### src/rtl/hazard_scoreboard_pkg.sv
// -----------------------------------------------------------------------------
// hazard_pkg
// Purpose : shared definitions for the ID-stage hazard scoreboard of the RV32I
//           5-stage pipeline: opcode constants, opcode decode helpers and a
//           width helper for the countdown registers.
// Ports   : none (package).
// -----------------------------------------------------------------------------
package hazard_pkg;

    // RV32I major opcodes that matter for hazard tracking.
    localparam logic [6:0] OP_R     = 7'b0110011;
    localparam logic [6:0] OP_S     = 7'b0100011;
    localparam logic [6:0] OP_SB    = 7'b1100011;
    localparam logic [6:0] OP_LOAD  = 7'b0000011;
    localparam logic [6:0] OP_IALU  = 7'b0010011;
    localparam logic [6:0] OP_JALR  = 7'b1100111;
    localparam logic [6:0] OP_JAL   = 7'b1101111;
    localparam logic [6:0] OP_LUI   = 7'b0110111;
    localparam logic [6:0] OP_AUIPC = 7'b0010111;

    typedef struct packed {
        logic uses_rs1;
        logic uses_rs2;
        logic writes_rd;
        logic is_branch;
        logic is_load;
    } decode_t;

    function automatic logic uses_rs1(input logic [6:0] op);
        case (op)
            OP_R, OP_S, OP_SB, OP_LOAD, OP_IALU, OP_JALR: return 1'b1;
            default:                                      return 1'b0;
        endcase
    endfunction

    function automatic logic uses_rs2(input logic [6:0] op);
        case (op)
            OP_R, OP_S, OP_SB: return 1'b1;
            default:           return 1'b0;
        endcase
    endfunction

    function automatic logic writes_rd(input logic [6:0] op);
        case (op)
            OP_R, OP_LOAD, OP_IALU, OP_JAL, OP_JALR, OP_LUI, OP_AUIPC: return 1'b1;
            default:                                                   return 1'b0;
        endcase
    endfunction

    function automatic logic is_branch(input logic [6:0] op);
        case (op)
            OP_SB, OP_JAL, OP_JALR: return 1'b1;
            default:                return 1'b0;
        endcase
    endfunction

    function automatic logic is_load(input logic [6:0] op);
        return (op == OP_LOAD);
    endfunction

    function automatic decode_t decode(input logic [6:0] op);
        decode_t d;
        d.uses_rs1  = uses_rs1(op);
        d.uses_rs2  = uses_rs2(op);
        d.writes_rd = writes_rd(op);
        d.is_branch = is_branch(op);
        d.is_load   = is_load(op);
        return d;
    endfunction

    // Bits needed to hold a countdown of max(a,b); never less than one bit so
    // that a zero latency / zero depth still yields a legal vector.
    function automatic int cnt_width(input int a, input int b);
        int max_v;
        max_v = (a > b) ? a : b;
        return (max_v < 1) ? 1 : $clog2(max_v + 1);
    endfunction

endpackage

### src/rtl/hazard_scoreboard_if.sv
// -----------------------------------------------------------------------------
// hazard_scoreboard_if
// Purpose : bundle of the ID-stage signals seen by the hazard scoreboard.
// Signals : id_valid, opcode, rs1, rs2, rd, ex_busy   (ID stage -> scoreboard)
//           pc_load, if_id_load, mux5_selector,
//           stall_count                               (scoreboard -> pipeline)
// Modports: master = ID stage / pipeline side, slave = scoreboard.
// -----------------------------------------------------------------------------
interface hazard_scoreboard_if #(
    parameter int REG_W       = 5,
    parameter int STALL_CNT_W = 16
);
    logic                   id_valid;
    logic [6:0]             opcode;
    logic [REG_W-1:0]       rs1;
    logic [REG_W-1:0]       rs2;
    logic [REG_W-1:0]       rd;
    logic                   ex_busy;
    logic                   pc_load;
    logic                   if_id_load;
    logic                   mux5_selector;
    logic [STALL_CNT_W-1:0] stall_count;

    modport master (
        output id_valid, opcode, rs1, rs2, rd, ex_busy,
        input  pc_load, if_id_load, mux5_selector, stall_count
    );

    modport slave (
        input  id_valid, opcode, rs1, rs2, rd, ex_busy,
        output pc_load, if_id_load, mux5_selector, stall_count
    );
endinterface

### src/rtl/hazard_scoreboard_regfile.sv
// -----------------------------------------------------------------------------
// scoreboard_regfile
// Purpose : per-register countdown array. Every nonzero entry decrements each
//           clock; a set overrides the decrement on its entry. x0 and indices
//           beyond NUM_REGS have no storage and always read idle.
// Ports   : clock, reset           clock and synchronous active-high reset
//           i_set_en/idx/val       load one entry with a latency
//           i_rd_idx_a/b           combinational read indices
//           o_busy_a/b             1 when the addressed entry is nonzero
// -----------------------------------------------------------------------------
module scoreboard_regfile #(
    parameter int NUM_REGS = 32,
    parameter int REG_W    = 5,
    parameter int CNT_W    = 2
) (
    input  logic             clock,
    input  logic             reset,
    input  logic             i_set_en,
    input  logic [REG_W-1:0] i_set_idx,
    input  logic [CNT_W-1:0] i_set_val,
    input  logic [REG_W-1:0] i_rd_idx_a,
    input  logic [REG_W-1:0] i_rd_idx_b,
    output logic             o_busy_a,
    output logic             o_busy_b
);
    localparam int DEPTH = 2 ** REG_W;

    // One busy bit per addressable index so reads never go out of range.
    logic [DEPTH-1:0] w_busy;

    genvar gi;
    generate
        for (gi = 0; gi < DEPTH; gi++) begin : g_entry
            if (gi == 0 || gi >= NUM_REGS) begin : g_none
                assign w_busy[gi] = 1'b0;
            end else begin : g_cnt
                logic [CNT_W-1:0] r_cnt;
                always_ff @(posedge clock) begin
                    if (reset) begin
                        r_cnt <= '0;
                    end else if (i_set_en && i_set_idx == REG_W'(gi)) begin
                        r_cnt <= i_set_val;
                    end else if (r_cnt != '0) begin
                        r_cnt <= r_cnt - 1'b1;
                    end
                end
                assign w_busy[gi] = (r_cnt != '0);
            end
        end
    endgenerate

    // Reads see the pre-edge value, so a same-cycle reload is not visible.
    assign o_busy_a = w_busy[i_rd_idx_a];
    assign o_busy_b = w_busy[i_rd_idx_b];
endmodule

### src/rtl/hazard_scoreboard.sv
// -----------------------------------------------------------------------------
// hazard_scoreboard
// Purpose : ID-stage hazard unit. Tracks outstanding register writes with a
//           countdown scoreboard, holds on a busy multicycle unit, holds fetch
//           for a branch shadow and counts stalled valid cycles (saturating).
// Ports   : clock        pipeline clock, rising edge
//           reset        synchronous, active-high; forces hold outputs
//           bus (slave)  id_valid/opcode/rs1/rs2/rd/ex_busy in,
//                        pc_load/if_id_load/mux5_selector/stall_count out
// -----------------------------------------------------------------------------
module hazard_scoreboard
    import hazard_pkg::*;
#(
    parameter int NUM_REGS     = 32,
    parameter int REG_W        = 5,
    parameter int ALU_LAT      = 3,
    parameter int LOAD_LAT     = 3,
    parameter int BRANCH_DEPTH = 1,
    parameter int STALL_CNT_W  = 16
) (
    input  logic                clock,
    input  logic                reset,
    hazard_scoreboard_if.slave  bus
);
    localparam int CNT_W = cnt_width(ALU_LAT, LOAD_LAT);
    localparam int SH_W  = cnt_width(BRANCH_DEPTH, 0);

    decode_t                w_dec;
    logic                   w_busy_rs1;
    logic                   w_busy_rs2;
    logic                   w_data_hazard;
    logic                   w_shadow_active;
    logic                   w_hold;
    logic                   w_issue;
    logic                   w_set_en;
    logic [CNT_W-1:0]       w_set_val;

    logic [SH_W-1:0]        r_shadow;
    logic [STALL_CNT_W-1:0] r_stall_count;

    assign w_dec = decode(bus.opcode);

    scoreboard_regfile #(
        .NUM_REGS (NUM_REGS),
        .REG_W    (REG_W),
        .CNT_W    (CNT_W)
    ) u_regfile (
        .clock      (clock),
        .reset      (reset),
        .i_set_en   (w_set_en),
        .i_set_idx  (bus.rd),
        .i_set_val  (w_set_val),
        .i_rd_idx_a (bus.rs1),
        .i_rd_idx_b (bus.rs2),
        .o_busy_a   (w_busy_rs1),
        .o_busy_b   (w_busy_rs2)
    );

    assign w_data_hazard = bus.id_valid &&
                           ((w_dec.uses_rs1 && bus.rs1 != '0 && w_busy_rs1) ||
                            (w_dec.uses_rs2 && bus.rs2 != '0 && w_busy_rs2));

    assign w_shadow_active = (r_shadow != '0);
    assign w_hold          = w_data_hazard || bus.ex_busy || w_shadow_active;
    assign w_issue         = bus.id_valid && !w_hold;

    assign w_set_en  = w_issue && w_dec.writes_rd && (bus.rd != '0);
    assign w_set_val = w_dec.is_load ? CNT_W'(LOAD_LAT) : CNT_W'(ALU_LAT);

    // A branch in ID stops the PC immediately but still lets IF/ID advance;
    // the shadow counter then covers the following cycles.
    assign bus.pc_load       = !reset && !(w_hold || (bus.id_valid && w_dec.is_branch));
    assign bus.if_id_load    = !reset && !w_hold;
    assign bus.mux5_selector = reset || w_hold;
    assign bus.stall_count   = r_stall_count;

    always_ff @(posedge clock) begin
        if (reset) begin
            r_shadow <= '0;
        end else if (w_issue && w_dec.is_branch) begin
            r_shadow <= SH_W'(BRANCH_DEPTH);
        end else if (w_shadow_active) begin
            r_shadow <= r_shadow - 1'b1;
        end
    end

    always_ff @(posedge clock) begin
        if (reset) begin
            r_stall_count <= '0;
        end else if (bus.id_valid && w_hold && r_stall_count != '1) begin
            r_stall_count <= r_stall_count + 1'b1;
        end
    end
endmodule

### src/flat_wrapper.sv
// flat-port wrapper written by rule: the top's interface ports become plain ports
module hazard_scoreboard_flat import hazard_pkg::*;
#(
    parameter int NUM_REGS     = 32,
    parameter int REG_W        = 5,
    parameter int ALU_LAT      = 3,
    parameter int LOAD_LAT     = 3,
    parameter int BRANCH_DEPTH = 1,
    parameter int STALL_CNT_W  = 16
)
  (clock, reset, bus_id_valid, bus_opcode, bus_rs1, bus_rs2, bus_rd, bus_ex_busy, bus_pc_load, bus_if_id_load, bus_mux5_selector, bus_stall_count);
  hazard_scoreboard_if #(.REG_W(REG_W), .STALL_CNT_W(STALL_CNT_W)) bus_i ();
  input  logic clock;
  input  logic reset;
  input wire logic [$bits(bus_i.id_valid)-1:0] bus_id_valid;
  input wire logic [$bits(bus_i.opcode)-1:0] bus_opcode;
  input wire logic [$bits(bus_i.rs1)-1:0] bus_rs1;
  input wire logic [$bits(bus_i.rs2)-1:0] bus_rs2;
  input wire logic [$bits(bus_i.rd)-1:0] bus_rd;
  input wire logic [$bits(bus_i.ex_busy)-1:0] bus_ex_busy;
  output wire logic [$bits(bus_i.pc_load)-1:0] bus_pc_load;
  output wire logic [$bits(bus_i.if_id_load)-1:0] bus_if_id_load;
  output wire logic [$bits(bus_i.mux5_selector)-1:0] bus_mux5_selector;
  output wire logic [$bits(bus_i.stall_count)-1:0] bus_stall_count;
  assign bus_i.id_valid = bus_id_valid;
  assign bus_i.opcode = bus_opcode;
  assign bus_i.rs1 = bus_rs1;
  assign bus_i.rs2 = bus_rs2;
  assign bus_i.rd = bus_rd;
  assign bus_i.ex_busy = bus_ex_busy;
  assign bus_pc_load = bus_i.pc_load;
  assign bus_if_id_load = bus_i.if_id_load;
  assign bus_mux5_selector = bus_i.mux5_selector;
  assign bus_stall_count = bus_i.stall_count;
  hazard_scoreboard #(.NUM_REGS(NUM_REGS), .REG_W(REG_W), .ALU_LAT(ALU_LAT), .LOAD_LAT(LOAD_LAT), .BRANCH_DEPTH(BRANCH_DEPTH), .STALL_CNT_W(STALL_CNT_W)) u_core (.clock(clock), .reset(reset), .bus(bus_i));
endmodule
### config.mk
export PLATFORM = sky130hd
export DESIGN_NAME = hazard_scoreboard_flat
export DESIGN_NICKNAME = d
export VERILOG_FILES = /design/src/rtl/hazard_scoreboard_pkg.sv /design/src/rtl/hazard_scoreboard_if.sv /design/src/rtl/hazard_scoreboard_regfile.sv /design/src/rtl/hazard_scoreboard.sv /design/src/flat_wrapper.sv
export SDC_FILE = /design/constraint.sdc
export NUM_CORES = 1
export LEC_CHECK = 0
export ABC_AREA = 1
export BUFFER_PORTS_ARGS = -buffer_cell sky130_fd_sc_hd__buf_2
export CAP_MARGIN = 20
export CORE_AREA = 2 2 151 94
export CTS_CLUSTER_DIAMETER = 50
export DETAILED_ROUTE_END_ITERATION = 12
export DIE_AREA = 0 0 153 96
export GPL_ROUTABILITY_DRIVEN = 0
export GPL_TIMING_DRIVEN = 1
export HOLD_SLACK_MARGIN = 0.15
export RECOVER_POWER = 100
export SYNTH_ARGS = -nofsm -noshare
export SYNTH_HDL_FRONTEND = slang
export SYNTH_SLANG_ARGS = --single-unit
### constraint.sdc
create_clock -name clock -period 2.52 [get_ports clock]
set_input_delay 0.252 -clock clock [delete_from_list [all_inputs] [get_ports clock]]
set_output_delay 0.252 -clock clock [all_outputs]
set_load 0.1 [all_outputs]
# After elaboration in Yosys (flattened, before gate mapping)
# Index checks and enable logic that the tools add are counted.
[word_totals]
ff_bits = 79
input_bits = 26
out_inout_bits = 19
word_cells = 303
[op_classes]
add_sub_neg = 33
n_lt_le_gt_ge = 2
eq_ne = 41
muxes = 72
reduce_logical = 122
[op_table]
columns = ["operator", "count"]
rows = [
  ["$mux 2", 62],
  ["$reduce_bool 2->1", 62],
  ["$eq 5x5->1 const B", 16],
  ["$sub 2x1->2 const B", 31],
  ["$logic_and 1x1->1", 45],
  ["$eq 5x4->1 const B", 8],
  ["$eq 7x6->1 const B", 3],
  ["$eq 7x7->1 const B", 3],
  ["$eq 5x3->1 const B", 4],
  ["$add 16x1->16 const B", 1],
  ["$ne 16x16->1 const B", 1],
  ["$reduce_bool 5->1", 3],
  ["$eq 7x5->1 const B", 2],
  ["$lt 5x6->1 const B", 2],
  ["$bmux 1 s5", 2],
  ["$eq 5x2->1 const B", 2],
  ["$mux 1", 8],
  ["$eq 7x2->1 const B", 1],
  ["$reduce_or 7->1", 1],
  ["$reduce_or 3->1", 2],
  ["$reduce_or 6->1", 1],
  ["$eq 5x1->1 const B", 1],
  ["$logic_or 1x1->1", 5],
  ["$logic_not 1->1", 3],
  ["$sub 1x1->1 const B", 1],
]

# Depth between registers and ports, before layout
[logic_depth]
ltp_word = 15
depth_mapped = 18

# Hierarchy
# From an unflattened synthesis, not the netlist that was laid out.
[unflattened]
hier_cells = 790
area_unflattened_um2 = 5352.6
[modules_own_cells]
columns = ["mod", "n_inst", "cells_each", "area_per_inst_um2", "seq_area_each_um2"]
rows = [
  ["scoreboard_regfile", 1, 595, 4068.9, 1241.2],
  ["hazard_scoreboard", 1, 195, 1283.7, 340.3],
]

# Worst setup path before layout
# Ideal clock, no wire load.
[synth_path]
path_type = "reg-to-output"
from = "register u_core.u_regfile.g_entry[21].g_cnt.r_cnt[0]"
to = "output bus_pc_load"
arrival_time_ns = 5.031
required_ns = 2.268
setup_slack_ns = -2.763
stages_incl_launch_ff = 17
path_buffers = 0
cell_sequence = "dfxtp_1 > inv_1 > ha_1 > inv_1 > nand2_1 > nand3_1 > nand2_1 > nand2_1 > nand3_1 > nand3_1 > nand3_1 > nand2_2 > nand2_4 > nand2_4 > nor2_1 > inv_1 > nor2_1"
[synth_via]
elab_chain_cells = 11
[synth_rtl]
columns = ["element", "line_no", "source"]
rows = [
  ["start, declared", "hazard_scoreboard_regfile.sv:37", "logic [CNT_W-1:0] r_cnt;"],
  ["start signal, assigned", "hazard_scoreboard_regfile.sv:42", "r_cnt <= i_set_val;"],
  ["start signal, assigned", "hazard_scoreboard_regfile.sv:44", "r_cnt <= r_cnt - 1'b1;"],
  ["$reduce_bool 2->1 *", "hazard_scoreboard_regfile.sv:47", "assign w_busy[gi] = (r_cnt != '0);"],
  ["$bmux 1 s5, on equally long branches", "hazard_scoreboard_regfile.sv:53, hazard_scoreboard_regfile.sv:54", ""],
  ["$mux 1, on equally long branches", "hazard_scoreboard_regfile.sv:53, hazard_scoreboard_regfile.sv:54", ""],
  ["$logic_and 1x1->1, on equally long branches", "hazard_scoreboard.sv:60, hazard_scoreboard.sv:61", ""],
  ["$logic_or 1x1->1 *", "hazard_scoreboard.sv:60", "((w_dec.uses_rs1 && bus.rs1 != '0 && w_busy_rs1) ||"],
  ["$logic_and 1x1->1 *", "hazard_scoreboard.sv:59", "assign w_data_hazard = bus.id_valid &&"],
  ["$logic_or 1x1->1 * (2 in a row)", "hazard_scoreboard.sv:64", "assign w_hold = w_data_hazard || bus.ex_busy || w_shadow_active;"],
  ["$logic_or 1x1->1 *", "hazard_scoreboard.sv:72", "assign bus.pc_load = !reset && !(w_hold || (bus.id_valid && w_dec.is_branch));"],
  ["$logic_not 1->1 *", "hazard_scoreboard.sv:72", ""],
  ["$logic_and 1x1->1 *", "hazard_scoreboard.sv:72", ""],
  ["end, declared", "flat_wrapper.sv:21", "output wire logic [$bits(bus_i.pc_load)-1:0] bus_pc_load;"],
]
# Every way passes the cells marked *; elsewhere a longest branch is shown, timed or not. The select of a mux whose other input is x is not followed.

# Final worst setup path
[layout_path]
from = "register u_core.u_regfile.g_entry[27].g_cnt.r_cnt[0]"
to = "output bus_pc_load"
[layout_via]
elab_chain_cells = 11
[layout_rtl]
columns = ["element", "line_no"]
rows = [
  ["start, declared", "hazard_scoreboard_regfile.sv:37"],
  ["start signal, assigned", "hazard_scoreboard_regfile.sv:42"],
  ["start signal, assigned", "hazard_scoreboard_regfile.sv:44"],
  ["$reduce_bool 2->1 *", "hazard_scoreboard_regfile.sv:47"],
  ["$bmux 1 s5, on equally long branches", "hazard_scoreboard_regfile.sv:53, hazard_scoreboard_regfile.sv:54"],
  ["$mux 1, on equally long branches", "hazard_scoreboard_regfile.sv:53, hazard_scoreboard_regfile.sv:54"],
  ["$logic_and 1x1->1, on equally long branches", "hazard_scoreboard.sv:60, hazard_scoreboard.sv:61"],
  ["$logic_or 1x1->1 *", "hazard_scoreboard.sv:60"],
  ["$logic_and 1x1->1 *", "hazard_scoreboard.sv:59"],
  ["$logic_or 1x1->1 * (2 in a row)", "hazard_scoreboard.sv:64"],
  ["$logic_or 1x1->1 *", "hazard_scoreboard.sv:72"],
  ["$logic_not 1->1 *", "hazard_scoreboard.sv:72"],
  ["$logic_and 1x1->1 *", "hazard_scoreboard.sv:72"],
]
# Marked as above.

==> run_results.csv <==
group,metric,value,unit
global_route,grt_start_max_net_pins,38,
global_route,grtUsageMet1,29.2,%
floorplan,ios,45,
setup_path,cpPeakStageDelay,0.33,ns
routing,dr.pass1.iters,6,
sta,fin_crit,2.48,ns
clocking,cts_max_path_buffers,2,
final_layout,nets,879,
synthesis,synthTopCellsByCount,"155 x nand2_1, 122 x inv_1, 79 x dfxtp_1",
worst_hold_path,worstHoldPathType,"in2reg",
setup_path,crit_arrival,2.23,ns
floorplan,dieArea,14700,sq um
run,max_cap_violations,0,
clocking,tritoncts,"done",
synthesis,ys_seq_area_share,30.3,%
power,swShare,38.8,%
setup_path,cpMaxStageDelayCell,"dfxtp_1",
routing,ant_nets,0,
clocking,htreeDepth,3,
synthesis,yosysMostFrequentCell,"nand2_1",
status,run_status,"finished, final reports clean",
synthesis,synth_area_per_cell,6.73,sq um
setup_path,path_common_cell,"nand3_1",
sta,hold_viol,0,
setup_path,start_kind,"register",
power,pwr-share-comb,49.0,%
place,dpl.cell_count,977,
global_route,busiest_layer,"met1",
place,post-dp-hpwl,10300,microns
sta,fin_setup_tns,0,ns
setup_path,crit_required,2.27,ns
clocking,clkSlewWorstSetupHoldPaths,0.06,ns
global_route,antenna_found_initial,0,
synthesis,synth_flop_cell,"dfxtp_1",
routing,viasPerCell,5.05,
setup_path,crit_type,"reg2out",
power,total_power,6080,uW
routing,totalWireLength,14300,microns
floorplan,die_x,153,microns
synthesis,yosysTopAreaCellShare,30.3,%
power,p_int,3720,uW
sta,slew_headroom,21.1,%
final_layout,fin_cells,1001,
setup_path,crit_buf_inv,4,
power,cellPowerDensity,953,nW/um^2
synthesis,synth_warnings,0,
synthesis,synth_edf_count,0,
floorplan,core_area,13300,sq um
setup_path,cp_top_family,"simple AND/OR/NAND/NOR gates",
power,power_frac_seq,30.7,%
synthesis,syn_area,5220,sq um
clocking,cts-root-buf,"clkbuf_16",
synthesis,synth_cells,776,
clocking,cts_made_buffers,9,
synthesis,synth_area_leaders,"dfxtp_1 30%, nand2_1 11%, inv_1 8.8%",
synthesis,async_flop_share,0,%
sta,setup_violations,0,
final_layout,area_growth,22.3,%
sta,fin_crit_sh,98.4,%
global_route,grt_overflow,0,
power,power_switching,2360,uW
synthesis,yosys.area.top_type,"dfxtp_1",
clocking,clock_latency,0.34,ns
floorplan,die_h,96,microns
sta,finalMaxSlewViolations,0,
sta,fin_skew,0.00611,ns
routing,route.detailed.drc,0,
power,ir_drop,396,uV
setup_path,crit_chain,"inv_1, ha_2, inv_1, nand2_1, nand3_1, nand2_1, nand2_1, nand3_1, nand3_1, nand3_1, nand2_2, nand2_4, nand2_4, nor2_4, inv_4, nor2_4, buf_12",
sta,fmax,403,MHz
global_route,grt_pass1_vias,4530,
setup_path,crit_path_max_fanout,3,
routing,drt_iter0_markers,334,
global_route,grt.met2_usage,28.7,%
floorplan,rows,33,
setup_path,cp-end-kind,"primary output",
place,io_buffers,44,
power,clkPwrFrac,20.4,%
worst_hold_path,hold_depth,2,
global_route,track_usage,19.5,%
setup_path,ff2ff_path_depth,16,
synthesis,synth_seq_cells,79,
final_layout,nFillCells,1369,
global_route,use_met3,4.19,%
sta,grt_setup_unrepaired,"true",
power,leakage,0.00271,uW
clocking,clock_sinks,79,
final_layout,layout-drive-gt1-share,22.3,%
global_route,grt_pass1_wl,22900,microns
floorplan,start_util,39.2,%
synthesis,synth_cell_type_count,28,
final_layout,antenna_cells,0,
sta,tightest_slew,1.19,ns
routing,avgRoutedWirePerCell,14.3,microns
routing,vias,5059,
setup_path,crit_cells,17,
synthesis,syn-num-nets,834,
==> cells by family after synthesis <==
group / synth area share [%]
AO/OA/AOI/OAI: 11.6
flip-flops: 30.3
buffers and inverters: 12.7
adder cells (fa/ha/maj): 7.67
AND/OR/NAND/NOR: 30.3
XOR/XNOR: 7.38
==> timing repair <==
item	CTS	global route
hold buffers	0	0
pin swaps	0	35
buffers inserted	0	8
resized for setup	1	113
setup endpoints to repair	2	9
==> power by group through the flow <==
stage	clock network, uW	logic (uW)	registers [uW]
4_1_cts	1260	2370	1830
5_1_grt	1310	3430	1910
3_3_place_gp	0	2330	1850
2_1_floorplan	0	1870	1840
3_5_place_dp	0	2340	1860
6_report	1240	2980	1870
==> state kept, by name, summed over array words and instances (netlist names) <==
register,cells
u_core.bus.stall_count,16
u_core.r_shadow,1
u_core.u_regfile.g_entry.g_cnt.r_cnt,62
==> path summary, 6_finish.rpt <==
| check | startpoint | endpoint | slack (ns) |
|---|---|---|---|
| worst max register to register | u_core.u_regfile.g_entry[27].g_cnt.r_cnt[0] | u_core.u_regfile.g_entry[13].g_cnt.r_cnt[0] | 0.33 |
| worst max-delay path | u_core.u_regfile.g_entry[27].g_cnt.r_cnt[0] | bus_pc_load | 0.04 |
| worst min register to register | u_core.bus.stall_count[15] | u_core.bus.stall_count[15] | 0.49 |
| worst min-delay path | reset | u_core.bus.stall_count[13] | 0.28 |
==> layout by cell type, fill, tap and decap left out, types with 8 or more instances in the layout <==
master	n
a21oi_1	69
a21oi_2	11
buf_2	25
buf_4	22
clkbuf_1	18
clkbuf_16	9
dfxtp_1	71
dfxtp_2	8
ha_4	23
inv_1	88
inv_2	32
nand2_1	149
nand2_2	16
nand3_1	45
nand3_2	9
nand4_1	51
nor2_1	64
o21ai_0	30
xor2_1	39
==> worst reg2reg max path: cells and delay by family, from the launching register on <==
kind                     cells  cell delay (ns)
AND/OR/NAND/NOR             10             0.86
flip-flops                   1             0.33
AO/OA/AOI/OAI                1             0.19
adder cells (fa/ha/maj)      1             0.19
buffers and inverters        4             0.54
==> stage by stage <==
step                      util (%)  worst slack, ns  area (sq um)  hold WS, ns
after floorplan                  -           -0.777          5240        0.489
after global placement        42.4            0.284          5660        0.469
after detailed placement      42.4            0.285          5660        0.478
after CTS                     44.5          0.00351          5930        0.276
after global routing          47.9          -0.0793          6390        0.294
final                         47.9           0.0403          6390        0.276
==> layer usage <==
layer / vias up / wire length [microns]
met5: - / 0
met4: 0 / 148
met3: 15 / 792
met2: 132 / 5740
met1: 2304 / 7600
li1: 2608 / -
==> final cells by class <==
class	count	area, sq um	share of cell area, %
Timing Repair Buffer	68	442	6.92
Clock inverter	3	17.5	0.274
Inverter	124	475	7.45
Sequential cell	79	1590	24.9
Clock buffer	13	260	4.08
Tap cell	175	219	3.43
Multi-Input combinational cell	539	3380	52.9
Note: power is estimated with default switching activity, not from simulation.
